<file path="src/rtl/uart_pkg.sv">
// Shared encodings for the UART transmit path: parity codes, frame states
// and the bit counter width rule.
package uart_pkg;

  localparam logic [1:0] PAR_NONE = 2'b00;
  localparam logic [1:0] PAR_EVEN = 2'b01;
  localparam logic [1:0] PAR_ODD  = 2'b10;

  typedef enum logic [2:0] {
    ST_IDLE   = 3'd0,
    ST_START  = 3'd1,
    ST_DATA   = 3'd2,
    ST_PARITY = 3'd3,
    ST_STOP   = 3'd4,
    ST_STOP2  = 3'd5
  } state_e;

  // Per-frame configuration, frozen at frame launch.
  typedef struct packed {
    logic [1:0] parity;
    logic       stop2;
  } frame_cfg_t;

  function automatic int cnt_w(input int n);
    return (n < 2) ? 1 : $clog2(n);
  endfunction

endpackage

</file>
<file path="src/rtl/uart_tx_hold.sv">
// One-entry valid/ready holding register feeding the frame serialiser.
module uart_tx_hold #(
  parameter int W = 8
) (
  input  logic         clk,
  input  logic         rst,
  input  logic         s_valid,
  output logic         s_ready,
  input  logic [W-1:0] s_data,
  input  logic         unload,
  output logic         full,
  output logic [W-1:0] data
);

  // s_ready is kept as its own flop (always !full) so the source sees a clean
  // registered handshake; unload only happens when full, so load/unload never
  // collide.
  always_ff @(posedge clk) begin
    if (rst) begin
      full    <= 1'b0;
      s_ready <= 1'b1;
    end else if (s_valid && s_ready) begin
      full    <= 1'b1;
      s_ready <= 1'b0;
      data    <= s_data;
    end else if (unload) begin
      full    <= 1'b0;
      s_ready <= 1'b1;
    end
  end

endmodule

</file>
<file path="src/rtl/uart_tx_frame.sv">
// Tick-paced UART frame serialiser: start, DATA_BITS LSB first, optional
// parity, 1 or 2 stop bits; gapless back-to-back via the holding register.
module uart_tx_frame
  import uart_pkg::*;
#(
  parameter int   DATA_BITS  = 8,
  parameter logic IDLE_LEVEL = 1'b1
) (
  input  logic                 clk,
  input  logic                 rst,
  input  logic                 tick,
  input  logic                 s_valid,
  output logic                 s_ready,
  input  logic [DATA_BITS-1:0] s_data,
  input  logic [1:0]           cfg_parity,
  input  logic                 cfg_stop2,
  output logic                 tx,
  output logic                 busy,
  output logic                 tx_done
);

  localparam int CW = cnt_w(DATA_BITS);

  state_e               state, state_n;
  logic [DATA_BITS-1:0] shift, shift_n;
  logic [CW-1:0]        cnt, cnt_n;
  frame_cfg_t           cfg_q, cfg_n;
  logic                 par_bit, par_bit_n;
  logic                 tx_n, done_n, unload, final_stop, par_en;
  logic                 hold_full;
  logic [DATA_BITS-1:0] hold_data;

  uart_tx_hold #(.W(DATA_BITS)) u_hold (
    .clk     (clk),
    .rst     (rst),
    .s_valid (s_valid),
    .s_ready (s_ready),
    .s_data  (s_data),
    .unload  (unload),
    .full    (hold_full),
    .data    (hold_data)
  );

  assign busy   = (state != ST_IDLE);
  assign par_en = (cfg_q.parity == PAR_EVEN) || (cfg_q.parity == PAR_ODD);

  always_comb begin
    state_n    = state;
    shift_n    = shift;
    cnt_n      = cnt;
    cfg_n      = cfg_q;
    par_bit_n  = par_bit;
    unload     = 1'b0;
    done_n     = 1'b0;
    final_stop = 1'b0;
    if (tick) begin
      case (state)
        ST_START: begin
          state_n = ST_DATA;
          cnt_n   = '0;
        end
        ST_DATA: begin
          shift_n = shift >> 1;
          cnt_n   = cnt + 1'b1;
          if (cnt == CW'(DATA_BITS - 1)) state_n = par_en ? ST_PARITY : ST_STOP;
        end
        ST_PARITY: state_n = ST_STOP;
        ST_STOP: begin
          if (cfg_q.stop2) state_n = ST_STOP2;
          else             final_stop = 1'b1;
        end
        ST_STOP2: final_stop = 1'b1;
        default: ;
      endcase
      if (final_stop) begin
        done_n  = 1'b1;
        state_n = ST_IDLE;
      end
      // Launch from IDLE or straight off the final stop tick (gapless).
      if (hold_full && (state == ST_IDLE || final_stop)) begin
        unload    = 1'b1;
        shift_n   = hold_data;
        cfg_n     = '{parity: cfg_parity, stop2: cfg_stop2};
        par_bit_n = (cfg_parity == PAR_ODD) ? ~^hold_data : ^hold_data;
        state_n   = ST_START;
      end
    end
    // Line level is derived from the next state so tx is a clean flop output.
    case (state_n)
      ST_START:  tx_n = ~IDLE_LEVEL;
      ST_DATA:   tx_n = shift_n[0];
      ST_PARITY: tx_n = par_bit_n;
      default:   tx_n = IDLE_LEVEL;
    endcase
  end

  always_ff @(posedge clk) begin
    if (rst) begin
      state   <= ST_IDLE;
      shift   <= '0;
      cnt     <= '0;
      cfg_q   <= '0;
      par_bit <= 1'b0;
      tx      <= IDLE_LEVEL;
      tx_done <= 1'b0;
    end else begin
      state   <= state_n;
      shift   <= shift_n;
      cnt     <= cnt_n;
      cfg_q   <= cfg_n;
      par_bit <= par_bit_n;
      tx      <= tx_n;
      tx_done <= done_n;
    end
  end

endmodule

</file>
<file path="config.mk">
export PLATFORM = sky130hd
export DESIGN_NAME = uart_tx_frame
export DESIGN_NICKNAME = d
export VERILOG_FILES = /design/src/rtl/uart_pkg.sv /design/src/rtl/uart_tx_hold.sv /design/src/rtl/uart_tx_frame.sv
export SDC_FILE = /design/constraint.sdc
export NUM_CORES = 1
export LEC_CHECK = 0
export ABC_AREA = 1
export CAP_MARGIN = 20
export CORE_MARGIN = 4
export CORE_UTILIZATION = 43
export CTS_BUF_LIST = sky130_fd_sc_hd__clkbuf_8 sky130_fd_sc_hd__clkbuf_16
export DETAILED_ROUTE_END_ITERATION = 7
export GPL_TIMING_DRIVEN = 0
export HOLD_SLACK_MARGIN = 0.03
export PLACE_DENSITY = 0.67
export SLEW_MARGIN = 20
export SYNTH_ARGS = -nofsm -noshare
export SYNTH_HDL_FRONTEND = slang
export SYNTH_HIERARCHICAL = 1
export SYNTH_SLANG_ARGS = --single-unit
</file>
<file path="constraint.sdc">
create_clock -name clk -period 1.4 [get_ports clk]
set_input_delay 0.21 -clock clk [delete_from_list [all_inputs] [get_ports clk]]
set_output_delay 0.21 -clock clk [all_outputs]
set_load 0.005 [all_outputs]
</file>
==> results by group <==
Min path
  – Hold Crit Depth: 2
  – Hold WC Path Type: input port to register

Critical path
  – Critical-path top delay cell: dfxtp_4
  – Delay-heaviest family, CP: simple AND/OR/NAND/NOR gates
  – CP bufs+invs: 4
  – Slowest cell delay on critical path: 0.38 ns
  – Register-to-Register Path Depth: 12
  – CP cell instances: inv_6 > nor2_4 > nand2_4 > nand2_4 > nand3_4 > buf_6 > nand2_2 > inv_2 > nand2_2 > inv_2 > a21oi_2 > nand2_1
  – CP Class: register to register
  – Crit Path Max Fanout: 5
  – Arrival @ worst endpoint: 1.57 ns
  – Startpoint Class: register
  – CP Data Required Time: 1.58 ns
  – Crit path depth: 12
  – Critical path endpoint category: register

Power
  – Sequential power share: 0.456
  – Leak pwr: 0.8428 nW
  – Total power: 0.002249 W
  – VDD IR max: 0.6464 mV
  – Pint: 0.001584 W
  – Comb power frac: 0.224
  – Sw frac: 0.2956
  – Power share of the clock group: 0.321
  – Pwr dens: 1134 nW/um2
  – Switching Power: 0.0006648 W

STA
  – Setup_tns: 0 ns
  – Final min period: 1.395 ns
  – Final-report hold violation count: 0
  – Max frequency: 0.7169 GHz
  – Fin crit share: 0.9964
  – RSZ-0062 raised after global routing: true
  – Setup ws final: 0.005070 ns
  – Worst Tran Pin Value: 0.2906 ns
  – Slew Limit Fails: 0
  – Final setup viols: 0
  – Slew HR: 0.8061
  – Worst Skew: 0.005860 ns

Clock network
  – Clk_lat worst skew: 0.29 ns
  – CTS Sinks: 30
  – Root Buffer Master: clkbuf_8
  – Clock tree buffer depth: 2
  – H-tree levels: 2
  – CTS tree: yes
  – Clk slew on worst S/H paths: 0.07 ns
  – TritonCTS Buffers: 5
  – Hold buffer count at CTS: 0

Status
  – Outcome: completed

Job
  – Max-Cap Viols: 0

Layout
  – Cell Count, Final, Fillers Out: 267
  – Fill cells: 283
  – Layout cell share with drive strength beyond 1: 0.2870
  – Antenna diode count: 0
  – Area grow syn2layout: 35.70%
  – Nets@finish: 239

Floorplan
  – Die Y: 66.30 um
  – Initial Util: 0.4635
  – Site Rows: 20
  – Die area: 4395 um2
  – Die width: 66.30 um
  – Top Ports: 19
  – Core area: 3153 um2

Synthesis
  – Syn Area/Cell: 7.692 um2
  – Count leader, synth: nand2_1
  – Post-Syn Instances: 190
  – Share of the synthesized area in the top cell type: 0.3014
  – Synth Warn #: 6
  – Synth unique cells: 27
  – Synthesized Nets: 207
  – Largest area contributor in the netlist: dfxtp_1
  – Primary FF master, synth: dfxtp_1
  – Post-Syn Area: 1461 um2
  – Synth top area cells: dfxtp_1 (30%), edfxtp_1 (16%), nand2_1 (15%)
  – Sequential fraction of the synthesis area: 0.4658
  – Post-synth EDFFs: 8
  – Async S/R FF share, synth: 0
  – Post-synth top cells: nand2_1 (60), dfxtp_1 (22), inv_1 (19)
  – Yosys reg bits: 30

Placement
  – Final Wtd Congestion: 0.8143
  – Post-Place Worst Slack: -0.3556 ns
  – DPL Wire Length: 2191 um
  – DP Cell Count: 251
  – IO Port Bufs: 17

Global route
  – Congestion Overflow GR: 0
  – First-pass GRT wire length: 5264 um
  – Vias in the first global route: 1246
  – Largest net degree at the start of global routing: 11
  – Initial antenna violation count: 0
  – Global-route usage over all layers: 0.1604

Drt
  – Via density: 4.959
  – Via count: 1324
  – Routed length on met2: 1528 um
  – Met3 WL: 204 um
  – Met1 wire length: 1419 um
  – Highest metal used: met4
  – Final wirelength: 3225 um
  – DR DRC count: 0
  – Post-DRT Antenna Nets: 0
  – First-pass DRT Iterations: 4
  – Iteration-0 DRC Markers: 93
  – DR WL/cell: 12.08 um
## path summary, 6_finish.rpt
kind,startpoint,to,slack [ns]
hold reg to reg,shift[4],shift[3],0.48
setup / recovery,state[2],tx,0.005
hold / removal,tick,cnt[0],0.27
setup reg to reg,state[2],tx,0.005
## placed cells by master, fill, tap and decap left out, drive strengths merged, types with 2 or more instances in the layout
cell type / count
buf: 10
clkdlybuf4s50: 16
ha: 2
clkbuf: 9
nor2: 10
clkinv: 2
xnor2: 2
edfxtp: 8
xor2: 3
nand3: 13
a21oi: 10
o21ai: 12
inv: 25
dfxtp: 22
nand2: 67
a31oi: 7
## per-layer routing
layer	GRT usage	up-vias
met5	0	-
met4	0.07868	0
met3	0.06463	8
met2	0.2590	44
met1	0.1818	597
li1	-	675
## worst reg2reg max path, cell delays in order (launching register included)
cell	delay [ns]
dfxtp_4	0.38
inv_6	0.05
nor2_4	0.10
nand2_4	0.08
nand2_4	0.09
nand3_4	0.09
buf_6	0.15
nand2_2	0.06
inv_2	0.04
nand2_2	0.06
inv_2	0.04
a21oi_2	0.10
nand2_1	0.06
## kinds of logic (layout without fill, tap and decap cells)
kind of cell | count (synthesis) | in the layout | synth area share
xor+xnor | 5 | 5 | 0.02997
fa+ha+maj | 2 | 2 | 0.01712
simple gates | 94 | 94 | 0.2911
buf+inv | 30 | 63 | 0.08818
compound gates | 29 | 29 | 0.1079
flops | 30 | 30 | 0.4658
## power by group through the flow
stage | Combinational [W] | Clock, W | Sequential (W)
CTS | 0.000438 | 0.000737 | 0.00102
global placement | 0.000394 | 0 | 0.00103
finish | 0.000503 | 0.000721 | 0.00102
floorplan | 0.000281 | 0 | 0.00102
global route | 0.000558 | 0.000791 | 0.00104
detailed placement | 0.000404 | 0 | 0.00103
## sequential cells by signal, indices dropped and copies added, names as in the netlist
signal          cells
cfg_q               3
shift               8
state               3
tx_done             1
u_hold/full         1
tx                  1
u_hold/s_ready      1
u_hold/data         8
cnt                 3
par_bit             1
## per-stage QoR
| step | area [um2] | hold slack (ns) | util |
|---|---|---|---|
| after CTS | 1854 | 0.2374 | 0.5881 |
| after global routing | 1983 | 0.2999 | 0.6290 |
| final | 1983 | 0.2717 | 0.6290 |
| after floorplan | 1461 | 0.3089 | - |
| after global placement | 1687 | 0.4511 | 0.5349 |
| after detailed placement | 1687 | 0.4615 | 0.5349 |
## area by class of cell
class / instances / area [um2] / area share
plain buffers: 5 / 37.54 / 0.01893
clock buffers: 6 / 82.58 / 0.04164
clock inverters: 2 / 8.758 / 0.004416
inverters: 25 / 103.9 / 0.05237
multi-input cells: 130 / 769.5 / 0.3880
flip-flops and latches: 30 / 695.7 / 0.3508
well taps: 44 / 55.05 / 0.02776
repair buffers: 25 / 230.2 / 0.1161
## repair_timing
item	4_1_cts	5_1_grt
resized for setup	22	28
setup buffers	4	3
setup endpoints to repair	17	10
gates cloned	0	1
endpoints found under the hold margin	0	0
pin swaps	8	9
(Power assumes the default switching activity.)
